### src/rtl/wt_mem_req_arbiter.sv
// N-channel request arbiter and return router between L1 cache clients and
// a single memory-adapter port. One output register stage holds the granted
// request; returns are routed combinationally by the source field of the ID.
//
//   state    | meaning
//   ---------+-----------------------------------------------------------
//   ST_EMPTY | output register free, mem_req_valid_o low
//   ST_FULL  | output register holds a granted request, mem_req_valid_o high
module wt_mem_req_arbiter #(
   parameter int unsigned NumReq         = 3,
   parameter int unsigned TxIdWidth      = 2,
   parameter int unsigned PayloadWidth   = 96,
   parameter int unsigned RtrnWidth      = 128,
   parameter int unsigned MaxOutstanding = 2,
   parameter bit          FixedPrio      = 1'b0,
   localparam int unsigned SrcW          = $clog2(NumReq),
   localparam int unsigned IdW           = SrcW + TxIdWidth
) (
   input  logic                           clk_i,
   input  logic                           rst_i,
   input  logic [NumReq-1:0]              req_i,
   output logic [NumReq-1:0]              ack_o,
   input  logic [NumReq*PayloadWidth-1:0] req_data_i,
   input  logic [NumReq*TxIdWidth-1:0]    req_txid_i,
   output logic                           mem_req_valid_o,
   input  logic                           mem_req_ready_i,
   output logic [PayloadWidth-1:0]        mem_req_data_o,
   output logic [IdW-1:0]                 mem_req_id_o,
   input  logic                           mem_rtrn_valid_i,
   input  logic [IdW-1:0]                 mem_rtrn_id_i,
   input  logic                           mem_rtrn_last_i,
   input  logic [RtrnWidth-1:0]           mem_rtrn_data_i,
   output logic [NumReq-1:0]              rtrn_vld_o,
   output logic [TxIdWidth-1:0]           rtrn_txid_o,
   output logic [RtrnWidth-1:0]           rtrn_data_o,
   output logic                           idle_o,
   output logic                           rtrn_err_o
);

   localparam int unsigned CntW = $clog2(MaxOutstanding + 1);
   localparam logic [CntW-1:0] MaxCnt = CntW'(MaxOutstanding);

   typedef enum logic {ST_EMPTY, ST_FULL} state_e;

   state_e                  state_q, state_d;
   logic [PayloadWidth-1:0] data_q, data_d;
   logic [IdW-1:0]          id_q, id_d;
   logic [SrcW-1:0]         rr_q, rr_d;
   logic                    err_q, err_d;
   logic [CntW-1:0]         cnt_q [NumReq];
   logic [CntW-1:0]         cnt_d [NumReq];

   logic [NumReq-1:0]       elig;
   logic                    gnt_found;
   logic [SrcW-1:0]         gnt_idx;
   int unsigned             scan_idx;
   logic                    grant;
   logic [SrcW-1:0]         rtrn_src;
   logic                    rtrn_legal;

   assign rtrn_src   = mem_rtrn_id_i[IdW-1 -: SrcW];
   assign rtrn_legal = 32'(rtrn_src) < NumReq;

   // a requestor competes only while it is below its in-flight limit
   always_comb begin
      for (int k = 0; k < NumReq; k++) begin
         elig[k] = req_i[k] && (cnt_q[k] < MaxCnt);
      end
   end

   // pick the winner: lowest index, or first eligible at/after the RR pointer
   always_comb begin
      gnt_found = 1'b0;
      gnt_idx   = '0;
      scan_idx  = 0;
      for (int unsigned i = 0; i < NumReq; i++) begin
         scan_idx = FixedPrio ? i : (i + 32'(rr_q)) % NumReq;
         if (!gnt_found && elig[SrcW'(scan_idx)]) begin
            gnt_found = 1'b1;
            gnt_idx   = SrcW'(scan_idx);
         end
      end
   end

   // a grant needs a free output register or one being drained this cycle
   assign grant = gnt_found && !rst_i && (state_q == ST_EMPTY || mem_req_ready_i);

   // single-cycle one-hot acknowledge of the grant
   always_comb begin
      ack_o = '0;
      if (grant) ack_o[gnt_idx] = 1'b1;
   end

   // output stage next state, latched payload/id and RR pointer advance
   always_comb begin
      state_d = state_q;
      data_d  = data_q;
      id_d    = id_q;
      rr_d    = rr_q;
      unique case (state_q)
         ST_EMPTY: if (grant) state_d = ST_FULL;
         ST_FULL:  if (mem_req_ready_i && !grant) state_d = ST_EMPTY;
         default:  state_d = ST_EMPTY;
      endcase
      if (grant) begin
         data_d = req_data_i[32'(gnt_idx)*PayloadWidth +: PayloadWidth];
         id_d   = {gnt_idx, req_txid_i[32'(gnt_idx)*TxIdWidth +: TxIdWidth]};
         rr_d   = (gnt_idx == SrcW'(NumReq - 1)) ? '0 : gnt_idx + SrcW'(1);
      end
   end

   // outstanding counters: saturating decrement first, then grant increment,
   // so a simultaneous grant and last-return for the same source cancel out
   always_comb begin
      err_d = err_q;
      if (mem_rtrn_valid_i && !rtrn_legal) err_d = 1'b1;
      for (int k = 0; k < NumReq; k++) begin
         cnt_d[k] = cnt_q[k];
         if (mem_rtrn_valid_i && mem_rtrn_last_i && rtrn_legal && rtrn_src == SrcW'(k)) begin
            if (cnt_q[k] == '0) err_d = 1'b1;
            else cnt_d[k] = cnt_q[k] - CntW'(1);
         end
         if (grant && gnt_idx == SrcW'(k)) cnt_d[k] = cnt_d[k] + CntW'(1);
      end
   end

   // state registers with synchronous reset
   always_ff @(posedge clk_i) begin
      if (rst_i) begin
         state_q <= ST_EMPTY;
         data_q  <= '0;
         id_q    <= '0;
         rr_q    <= '0;
         err_q   <= 1'b0;
         for (int k = 0; k < NumReq; k++) cnt_q[k] <= '0;
      end else begin
         state_q <= state_d;
         data_q  <= data_d;
         id_q    <= id_d;
         rr_q    <= rr_d;
         err_q   <= err_d;
         for (int k = 0; k < NumReq; k++) cnt_q[k] <= cnt_d[k];
      end
   end

   // zero-latency return routing; illegal sources are not forwarded
   always_comb begin
      rtrn_vld_o = '0;
      if (mem_rtrn_valid_i && rtrn_legal && !rst_i) rtrn_vld_o[rtrn_src] = 1'b1;
   end

   // idle only when nothing is in flight and the output register is free
   always_comb begin
      idle_o = (state_q == ST_EMPTY);
      for (int k = 0; k < NumReq; k++) begin
         if (cnt_q[k] != '0) idle_o = 1'b0;
      end
   end

   assign mem_req_valid_o = (state_q == ST_FULL);
   assign mem_req_data_o  = data_q;
   assign mem_req_id_o    = id_q;
   assign rtrn_txid_o     = mem_rtrn_id_i[TxIdWidth-1:0];
   assign rtrn_data_o     = mem_rtrn_data_i;
   assign rtrn_err_o      = err_q;

endmodule

### config.mk
export PLATFORM = sky130hd
export DESIGN_NAME = wt_mem_req_arbiter
export DESIGN_NICKNAME = d
export VERILOG_FILES = /design/src/rtl/wt_mem_req_arbiter.sv
export SDC_FILE = /design/constraint.sdc
export NUM_CORES = 1
export LEC_CHECK = 0
export ABC_AREA = 1
export CAP_MARGIN = 20
export CORE_AREA = 5 5 257 259
export DETAILED_ROUTE_END_ITERATION = 16
export DIE_AREA = 0 0 262 264
export HOLD_SLACK_MARGIN = 0.08
export SYNTH_ARGS = -nofsm -noshare
export SYNTH_HDL_FRONTEND = slang
export SYNTH_SLANG_ARGS = --single-unit
export TNS_END_PERCENT = 10
### constraint.sdc
create_clock -name clk_i -period 3.5 [get_ports clk_i]
set_input_delay 0.875 -clock clk_i [delete_from_list [all_inputs] [get_ports clk_i]]
set_output_delay 0.875 -clock clk_i [all_outputs]
set_load 0.005 [all_outputs]
==> results.md <==
* Die area at 69200 um2
* Register area share after synthesis at 26.6%
* Total Routing Usage GR at between 10% and 20%
* Post-DR vias/cell at 3.64
* Fmax at 0.289 GHz
* DIE HEIGHT at between 200 and 300 um
* Initial Util at between 10% and 20%
* Hold Path Class: register to register
* Post-route cell area at around 13000 um2
* Root Buffer Master: clkbuf_16
* Global placement routability congestion at 0.804
* Final net count at between 2000 and 2500
* Psw at 3.25 mW
* Power per cell area at 590 nW/um2
* Mapped cell area at between 8000 and 9000 um2
* GRT overflow at 0
* Synth Net Count at between 1500 and 2000
* Initial DRC Count at 343
* Die X at 262 um
* Period utilisation layout at a little over nine tenths
* Met1 Resource Use GR at 11.7%
* Crit path DAT at 2.58 ns
* Met3 Use GR at 5.49%
* Post-synth EDFFs at 0
* Synth top area share at 26.6%
* First-pass GRT wire length at 56000 um
* Outcome: complete, no violations
* Final Hold Vio Count at 0
* Worst r2r src: rr_q[0]
* Layout cells sized above 1 at 5.61%
* Vias in the first global route at 8714
* Synth warnings at 0
* Drt wl/cell at 16.0 um
* Cts hold-fix bufs at 0
* CTS tree: done
* Logic pwr share at around 59%
* Int Power at 4.36 mW
* CP Capture Type: output pin
* Overall power at roughly 7.6 mW
* Worst Tran Pin Value at 1.01 ns
* GRT busiest layer: met2
* Port bufs at approximately 400
* Min Tclk post-route at roughly 3.5 ns
* Drt first pass iters at 5
* Pleak at between 5 and 6 nW
* FP Rows at 93
* Ys flop type: dfxtp_1
* CP max FO at 4
* Antenna Nets Post-Route at 0
* DR DRC count at 0
* Initial antenna violation count at 4
* Via count at 9015
* Clock power share at 15.5%
* DP Wirelength at between 30000 and 40000 um
* CP Launch Point: req_i[1]
* Final setup viols at 0
* H-tree depth at 3
* Max-slew headroom at 32.7%
* Seq cells post-synth at 110
* Final WL at 39700 um
* Seq pwr share at 25.9%
* Bufs on Longest Clock Path at 2
* Distinct cells, synth at 35
* Sw Ratio at 42.7%
* Clock Pin Slew Worst Setup and Hold Paths at 0.08 ns
* Num CTS Buffers at 9
* Synth area leaders: dfxtp_1, nand2_1, buf_4
* Placed Area at 12500 um2
* Max rail drop VDD at 0.282 mV
* Startpoint Class: input pin
* Clock skew at 0.0194 ns
* Post-synth top area cell: dfxtp_1
* Avg Cell Area, Syn at between 6 and 7 um2
* Pin count of the biggest net entering global routing at 75
* CTS sink count at 110
* Area Overhead vs Synth at 55.7%
* Worst-Skew Late Latency at 0.39 ns
* Gate Count Post-Synth at approximately 1400
* Met2 Resource Use GR at 17.6%
* Post-synth ARST share at 0%
* Critical Path RT at 2.62 ns
* MaxCap Viol Count at 0
* Placeable Area at 63600 um2
* Type of the worst setup path: input pin to output pin
* Hold path startpoint: mem_req_id_o[2]
* Slew Limit Fails at 0
* Boundary Pins at 673
* RSZ-0062 raised after global routing: true
==> layout by cell type, fill, tap and decap left out, drive strengths merged, types with 2 or more instances in the layout <==
master	Yosys	final
a21oi	38	38
a31oi	6	6
buf	187	47
clkbuf	21	11
clkdlybuf4s50	0	408
clkinv	0	4
dfxtp	110	110
diode	0	2
dlygate4sd2	0	2
ha	3	3
inv	219	219
nand2	430	430
nand3	199	199
nand3b	68	68
nand4	4	4
nor2	21	21
nor3	5	5
nor4	4	4
o21ai	22	22
or2	12	12
==> worst paths after layout <==
| kind | endpoint | slack (ns) | cells past startpoint |
|---|---|---|---|
| hold reg to reg | mem_req_id_o[2] | 0.48 | 2 |
| setup / recovery | ack_o[0] | 0.04 | 11 |
| setup reg to reg | mem_req_data_o[27] | 0.55 | 14 |
| hold / removal | mem_req_id_o[2] | 0.48 | 2 |
==> cell usage after synthesis, drive strengths merged (3+ instances only) <==
| cell type | n |
|---|---|
| dfxtp | 110 |
| inv | 219 |
| ha | 3 |
| or2 | 12 |
| o21ai | 22 |
| nand3 | 199 |
| clkbuf | 21 |
| nand4 | 4 |
| a21oi | 38 |
| nor2 | 21 |
| a31oi | 6 |
| nor4 | 4 |
| buf | 187 |
| nand2 | 430 |
| nor3 | 5 |
| nand3b | 68 |
==> metrics by stage <==
stage	util, %	setup TNS [ns]	worst slack, ns	instances	hold slack, ns
CTS	20.2	-0.0598	-0.0598	2474	0.483
global route	20.2	-0.0455	-0.0421	2476	0.519
detailed placement	19.7	-0.960	-0.325	2458	0.463
floorplan	-	0	0.710	1354	0.457
global placement	19.7	-1.01	-0.337	2458	0.462
finish	20.3	0	0.0446	2478	0.485
==> repair_timing <==
action                     4_1_cts  5_1_grt
setup endpoints to repair        3        3
pin swaps                        2        2
resized for setup                7        8
buffers inserted                 0        2
==> cell families (layout without fill, tap and decap cells) <==
kind of cell	Yosys count	after routing	share of synthesized area (%)
and+or+nand+nor	743	743	41.3
buffers and inverters	427	694	26.7
DFF	110	110	26.6
AOI/OAI and AO/OA	70	70	4.84
adders and majority gates	3	3	0.453
xor gates and xnor gates	1	1	0.106
other	0	2	0
==> worst max-delay path, cell delays in order <==
cell,delay [ns]
clkdlybuf4s50_1,0.44
nand3_1,0.12
nand2_1,0.10
a21oi_4,0.17
buf_4,0.14
nand3_2,0.08
nand2_4,0.12
clkinv_2,0.09
nand2_4,0.10
nor2_2,0.05
dlygate4sd2_1,0.28
==> routing by layer <==
| metal | vias to the layer above | wire (um) |
|---|---|---|
| met2 | 439 | 17600 |
| met4 | 2 | 2160 |
| li1 | 4553 | - |
| met3 | 92 | 4730 |
| met5 | - | 13 |
| met1 | 3929 | 15300 |
==> state kept, by name (all words and copies together), names as in the netlist <==
register,flops
cnt_q,6
mem_req_data_o,96
mem_req_id_o,4
mem_req_valid_o,1
rr_q,2
rtrn_err_o,1
==> power by group through the flow <==
stage	clock network [mW]	logic, mW	registers [mW]
final	1.18	4.46	1.97
after global routing	1.28	4.99	2.02
after CTS	1.26	4.56	1.97
after detailed placement	0	4.54	1.99
after global placement	0	4.55	1.99
after floorplan	0	2.28	2.01
==> layout make-up <==
type	count	area [um2]
flip-flops and latches	110	2200
well taps	855	1070
clock buffers	10	239
clock inverters	6	68.8
diodes	2	5.00
fillers	7267	50800
inverters	219	825
multi-input cells	817	3920
repair buffers	459	4560
Note: power is estimated with default switching activity, not from simulation.
